<file path="src/rtl/serdes_strobe_serializer_pkg.sv">
// Shared constants for the strobe-loaded serializer: legal word widths,
// default idle/training words and the word-counter width.
package serdes_strobe_serializer_pkg;

    localparam int WIDTH_MIN = 2;
    localparam int WIDTH_MAX = 8;
    localparam int CNT_W     = 16;
    // Wide enough to count strobe spacings up to WIDTH_MAX.
    localparam int SPACE_W   = 4;

    localparam logic [WIDTH_MAX-1:0] DEFAULT_IDLE_WORD  = 8'h00;
    localparam logic [WIDTH_MAX-1:0] DEFAULT_TRAIN_WORD = 8'h55;

endpackage

</file>
<file path="src/rtl/serdes_strobe_serializer_checker.sv">
// Strobe-spacing checker: flags strobes not exactly WIDTH cycles apart and
// missing strobes, re-arming on the next strobe after a timeout.
module serdes_strobe_checker
    import serdes_strobe_serializer_pkg::*;
#(
    parameter int WIDTH = 4
) (
    input  logic CLK,
    input  logic RST,
    input  logic STROBE,
    output logic STROBE_ERR
);

    logic               armed_q, armed_d;
    logic [SPACE_W-1:0] since_q, since_d;
    logic               err_q, err_d;

    always_comb begin
        armed_d = armed_q;
        since_d = since_q;
        err_d   = 1'b0;
        if (STROBE) begin
            err_d   = armed_q && (since_q != SPACE_W'(WIDTH));
            armed_d = 1'b1;
            since_d = SPACE_W'(1);
        end else if (armed_q) begin
            // A full word period with no strobe: report once, then wait to resync.
            if (since_q == SPACE_W'(WIDTH)) begin
                err_d   = 1'b1;
                armed_d = 1'b0;
            end else begin
                since_d = since_q + SPACE_W'(1);
            end
        end
    end

    always_ff @(posedge CLK) begin
        if (RST) begin
            armed_q <= 1'b0;
            since_q <= '0;
            err_q   <= 1'b0;
        end else begin
            armed_q <= armed_d;
            since_q <= since_d;
            err_q   <= err_d;
        end
    end

    assign STROBE_ERR = err_q;

endmodule

</file>
<file path="src/rtl/serdes_strobe_serializer.sv">
// Strobe-loaded parallel-to-serial converter with a one-deep hold register.
// Define SERDES_STROBE_SERIALIZER_TRAIN_EN to send TRAIN_WORD instead of IDLE_WORD on idle loads.
module serdes_strobe_serializer
    import serdes_strobe_serializer_pkg::*;
#(
    parameter int               WIDTH      = 4,
    parameter logic [WIDTH-1:0] IDLE_WORD  = DEFAULT_IDLE_WORD[WIDTH-1:0],
    parameter logic [WIDTH-1:0] TRAIN_WORD = DEFAULT_TRAIN_WORD[WIDTH-1:0]
) (
    input  logic             CLK,
    input  logic             RST,
    input  logic             STROBE,
    input  logic [WIDTH-1:0] DIN,
    input  logic             DIN_VALID,
    output logic             DIN_READY,
    output logic             DOUT,
    output logic             UNDERFLOW,
    output logic             STROBE_ERR,
    output logic [CNT_W-1:0] WORD_CNT
);

`ifdef SERDES_STROBE_SERIALIZER_TRAIN_EN
    localparam logic [WIDTH-1:0] IDLE_LOAD = TRAIN_WORD;
`else
    localparam logic [WIDTH-1:0] IDLE_LOAD = IDLE_WORD;
`endif

    logic [WIDTH-1:0] shift_q, shift_d;
    logic [WIDTH-1:0] hold_word_q, hold_word_d;
    logic             hold_valid_q, hold_valid_d;
    logic [CNT_W-1:0] word_cnt_q, word_cnt_d;
    logic             seen_data_q, seen_data_d;
    logic             underflow_q, underflow_d;
    logic             accept;

    // The hold slot frees up in the same cycle a strobe consumes it.
    assign DIN_READY = (!hold_valid_q || STROBE) && !RST;
    assign accept    = DIN_VALID && DIN_READY;

    always_comb begin
        shift_d      = shift_q;
        hold_word_d  = hold_word_q;
        hold_valid_d = hold_valid_q;
        word_cnt_d   = word_cnt_q;
        seen_data_d  = seen_data_q;
        underflow_d  = 1'b0;
        if (STROBE) begin
            if (hold_valid_q) begin
                shift_d      = hold_word_q;
                hold_valid_d = 1'b0;
                word_cnt_d   = word_cnt_q + CNT_W'(1);
                seen_data_d  = 1'b1;
            end else begin
                shift_d     = IDLE_LOAD;
                underflow_d = seen_data_q;
            end
        end else begin
            shift_d = shift_q >> 1;
        end
        if (accept) begin
            hold_valid_d = 1'b1;
            hold_word_d  = DIN;
        end
    end

    always_ff @(posedge CLK) begin
        if (RST) begin
            shift_q      <= '0;
            hold_word_q  <= '0;
            hold_valid_q <= 1'b0;
            word_cnt_q   <= '0;
            seen_data_q  <= 1'b0;
            underflow_q  <= 1'b0;
        end else begin
            shift_q      <= shift_d;
            hold_word_q  <= hold_word_d;
            hold_valid_q <= hold_valid_d;
            word_cnt_q   <= word_cnt_d;
            seen_data_q  <= seen_data_d;
            underflow_q  <= underflow_d;
        end
    end

    serdes_strobe_checker #(
        .WIDTH (WIDTH)
    ) u_checker (
        .CLK        (CLK),
        .RST        (RST),
        .STROBE     (STROBE),
        .STROBE_ERR (STROBE_ERR)
    );

    assign DOUT      = shift_q[0];
    assign UNDERFLOW = underflow_q;
    assign WORD_CNT  = word_cnt_q;

endmodule

</file>
<file path="config.mk">
export PLATFORM = sky130hd
export DESIGN_NAME = serdes_strobe_serializer
export DESIGN_NICKNAME = d
export VERILOG_FILES = /design/src/rtl/serdes_strobe_serializer_pkg.sv /design/src/rtl/serdes_strobe_serializer_checker.sv /design/src/rtl/serdes_strobe_serializer.sv
export SDC_FILE = /design/constraint.sdc
export NUM_CORES = 1
export LEC_CHECK = 0
export ABC_AREA = 1
export BUFFER_PORTS_ARGS = -buffer_cell sky130_fd_sc_hd__buf_2
export CORE_UTILIZATION = 48
export DETAILED_ROUTE_END_ITERATION = 16
export PLACE_DENSITY = 0.7
export SETUP_SLACK_MARGIN = 0.02
export SYNTH_ARGS = -nofsm -noshare
export SYNTH_HDL_FRONTEND = slang
export SYNTH_HIERARCHICAL = 1
export SYNTH_SLANG_ARGS = --single-unit
</file>
<file path="constraint.sdc">
create_clock -name CLK -period 1.7 [get_ports CLK]
set_clock_uncertainty 0.1 [all_clocks]
set_input_delay 0.085 -clock CLK [delete_from_list [all_inputs] [get_ports CLK]]
set_output_delay 0.085 -clock CLK [all_outputs]
set_load 0.005 [all_outputs]
</file>
==> impl_metrics.tcl <==
set metrics [dict create \
    run_status "complete, but fails checks" \
    failed_checks "design-rule violations" \
    detail_route.drc_violations 1 \
    fin_tns_setup_ns 0 \
    core.rowCount 19 \
    grt_first_pass_wirelength_um 5290 \
    cts_max_path_buffers 2 \
    nFillCells 260 \
    globalRouteTotalUtil_pct 20.9 \
    cts_repair_resize_count 0 \
    cts-hold-fix-buffers 6 \
    route.vias.total 1342 \
    cp-start-kind "input port" \
    floorplan.io_pins 28 \
    worst-slew-pin-transition_ns 0.389 \
    maxSlewHeadroom_pct 73.9 \
    tritoncts.num_buffers 5 \
    finished_core_util_pct 63.6 \
    area_of_placed_instances_um2 1660 \
    post_layout_worst_setup_margin_ns 0.224 \
    timing.final.crit_share_pct 86.8 \
    setup_viol_count_final 0 \
    die-height_um 57.8 \
    synth_cells 198 \
    tritoncts "built" \
    finalWirelength_um 2960 \
    static_leakage_nw 0.773 \
    syn_area_um2 1500 \
    gpl.final_weighted_congestion 0.789 \
    maxSlewViolCount 0 \
    initial_core_util_pct 52.4 \
    cts.sink_count 33 \
    post-place-cells 255 \
    multiInputGateArea_um2 732 \
    diodes 0 \
    max_cap_violations 0 \
    avgViaCountPerCell 4.99 \
    antenna_found_initial 0 \
    drt_first_iter_violations 64 \
    coreArea_um2 2850 \
    critical_path.startpoint "STROBE" \
    setup_repair_after_global_routing_missed_its_margin "false" \
    worst_ep_required_time_ns 1.85 \
    period_minus_ws_final_ns 1.48 \
    post_cts_setup_bufs 0 \
    gr-usage-met1_pct 24.4 \
    critical_path_peak_fanout 11 \
    final_hold_viol_count 0 \
    finalInstanceArea_um2 1810 \
    syn_area_per_cell_um2 7.55 \
    route.detailed.wl_per_inst_um 11.0 \
    cellPowerDensity_nw_per_um2 847 \
    worst_skew_pair.late_latency_ns 0.34 \
    grt_busiest_layer "met2" \
    drive_above_1_share_pct 23.9 \
    buffers_added_on_ports 27 \
    die-width_um 57.8 \
    grt.met2_usage_pct 34.2 \
    finish.cell_count_without_fillers 269 \
    worst_reg2reg_startpoint "WORD_CNT[0]$_SDFFE_PP0P_" \
    grt_start_max_net_pins 15 \
    yosysSeqAreaShare_pct 44.2 \
    netlist-cell-type-count 27 \
    worst_setup_hold_path_clk_slew_ns 0.10 \
    sequential_cell_area_um2 661 \
    min_from "RST" \
    detailedRoute.firstPassIterationCount 12 \
    syn-num-nets 209 \
    finalPower_mw 1.54 \
    detail-route-antenna-nets 0 \
    vdd_ir_drop_max_uv 568 \
    synth-seq-cells 33 \
    detailedPlacementHpwl_um 2190 \
    pre_cts_slack_ns 0.248 \
    final_net_count 248 \
    worst_hold_path_type "in2reg" \
    cp_data_arrival_time_ns 1.62 \
    die_area_um2 3340 \
    area_growth_pct 21.3 \
    max_h_tree_level 2 \
    vias_in_the_first_global_route 1302 \
    path_class "in2reg" \
    grt_overflow_total 0 \
    clock_tree.root_cell "sky130_fd_sc_hd__clkbuf_4" \
    use_met3_pct 5.80 \
    yosys_warnings 6 \
    fmax_mhz 678 \
    hold_ws_ns 0.0303 \
    kind_of_end_point_of_the_critical_path "flop" \
]
where the power goes:
group	switching, mW	internal (mW)
logic	0.0587	0.0456
clock network	0.276	0.349
registers	0.0132	0.793
cell type report:
cell class,instances,area share (%)
clock buffer,6,2.83
clock inverter,2,2.07
inverter,22,4.55
multi-input combinational,140,40.4
sequential,33,36.4
tap,31,2.14
timing repair buffer,35,11.6
cells by family after synthesis:
| group | after synthesis | synth area share [%] |
|---|---|---|
| compound gates | 30 | 11.2 |
| xor+xnor | 4 | 2.34 |
| fa+ha+maj | 3 | 2.51 |
| buf+inv | 25 | 6.86 |
| flops | 33 | 44.2 |
| simple gates | 103 | 32.9 |
sequential cells by signal, indices dropped and copies added, names as in the netlist:
name                  count
u_checker/STROBE_ERR      1
hold_valid_q              1
u_checker/since_q         4
UNDERFLOW                 1
hold_word_q               4
shift_q                   4
seen_data_q               1
u_checker/armed_q         1
WORD_CNT                 16
routing by layer:
metal	vias up	wire length, um
li1	714	-
met3	7	153
met5	-	0
met1	589	1380
met2	32	1360
met4	0	66
worst max-delay path: stages:
cell and delay [ns]:
sky130_fd_sc_hd__dlygate4sd3_1 0.52, sky130_fd_sc_hd__buf_2 0.17, sky130_fd_sc_hd__nand2_2 0.19, sky130_fd_sc_hd__nor2_4 0.24, sky130_fd_sc_hd__nand2_2 0.11, sky130_fd_sc_hd__nor2_2 0.11, sky130_fd_sc_hd__nand3_1 0.07, sky130_fd_sc_hd__nor2_1 0.09
sky130_fd_sc_hd__nor2_1 0.04
cells in the final DEF, fill, tap and decap left out, types with 4 or more instances in the layout:
cell	instances
sky130_fd_sc_hd__nand2_1	43
sky130_fd_sc_hd__dfxtp_1	33
sky130_fd_sc_hd__nor2_1	29
sky130_fd_sc_hd__buf_2	27
sky130_fd_sc_hd__inv_1	21
sky130_fd_sc_hd__o21ai_0	11
sky130_fd_sc_hd__a21oi_1	10
sky130_fd_sc_hd__nand3_1	9
sky130_fd_sc_hd__dlygate4sd3_1	6
sky130_fd_sc_hd__clkbuf_4	5
sky130_fd_sc_hd__nand2_2	4
sky130_fd_sc_hd__nor2_4	4
sky130_fd_sc_hd__nand3_2	4
sky130_fd_sc_hd__nor2_2	4
sky130_fd_sc_hd__xor2_1	4
cells in the mapped netlist:
master | n | area [um2]
sky130_fd_sc_hd__a21boi_2 | 1 | 11.3
sky130_fd_sc_hd__a21oi_1 | 10 | 50.1
sky130_fd_sc_hd__a21oi_2 | 1 | 8.76
sky130_fd_sc_hd__a31oi_1 | 2 | 12.5
sky130_fd_sc_hd__buf_2 | 1 | 5.00
sky130_fd_sc_hd__buf_6 | 1 | 11.3
sky130_fd_sc_hd__clkbuf_1 | 1 | 3.75
sky130_fd_sc_hd__clkinv_1 | 1 | 3.75
sky130_fd_sc_hd__dfxtp_1 | 33 | 661
sky130_fd_sc_hd__ha_1 | 3 | 37.5
sky130_fd_sc_hd__inv_1 | 21 | 78.8
sky130_fd_sc_hd__nand2_1 | 43 | 161
sky130_fd_sc_hd__nand2_2 | 4 | 25.0
sky130_fd_sc_hd__nand3_1 | 9 | 45.0
sky130_fd_sc_hd__nand3_2 | 4 | 40.0
sky130_fd_sc_hd__nand4_1 | 3 | 18.8
sky130_fd_sc_hd__nor2_1 | 29 | 109
sky130_fd_sc_hd__nor2_2 | 4 | 25.0
sky130_fd_sc_hd__nor2_4 | 4 | 45.0
sky130_fd_sc_hd__nor3_2 | 1 | 10.0
sky130_fd_sc_hd__nor4_1 | 1 | 6.26
sky130_fd_sc_hd__o21a_1 | 1 | 7.51
sky130_fd_sc_hd__o21ai_0 | 11 | 55.1
sky130_fd_sc_hd__o21ai_1 | 3 | 15.0
sky130_fd_sc_hd__o21bai_1 | 1 | 7.51
sky130_fd_sc_hd__or2_2 | 1 | 6.26
sky130_fd_sc_hd__xor2_1 | 4 | 35.0
final timing paths:
kind                                     end  slack [ns]  depth (start not counted)
max reg2reg        WORD_CNT[12]$_SDFFE_PP0P_        0.25                          8
min reg2reg            shift_q[3]$_SDFF_PP0_        0.35                          2
max                WORD_CNT[12]$_SDFFE_PP0P_        0.22                          9
min          u_checker/STROBE_ERR$_SDFF_PP0_        0.03                          3
(Power assumes the default switching activity.)
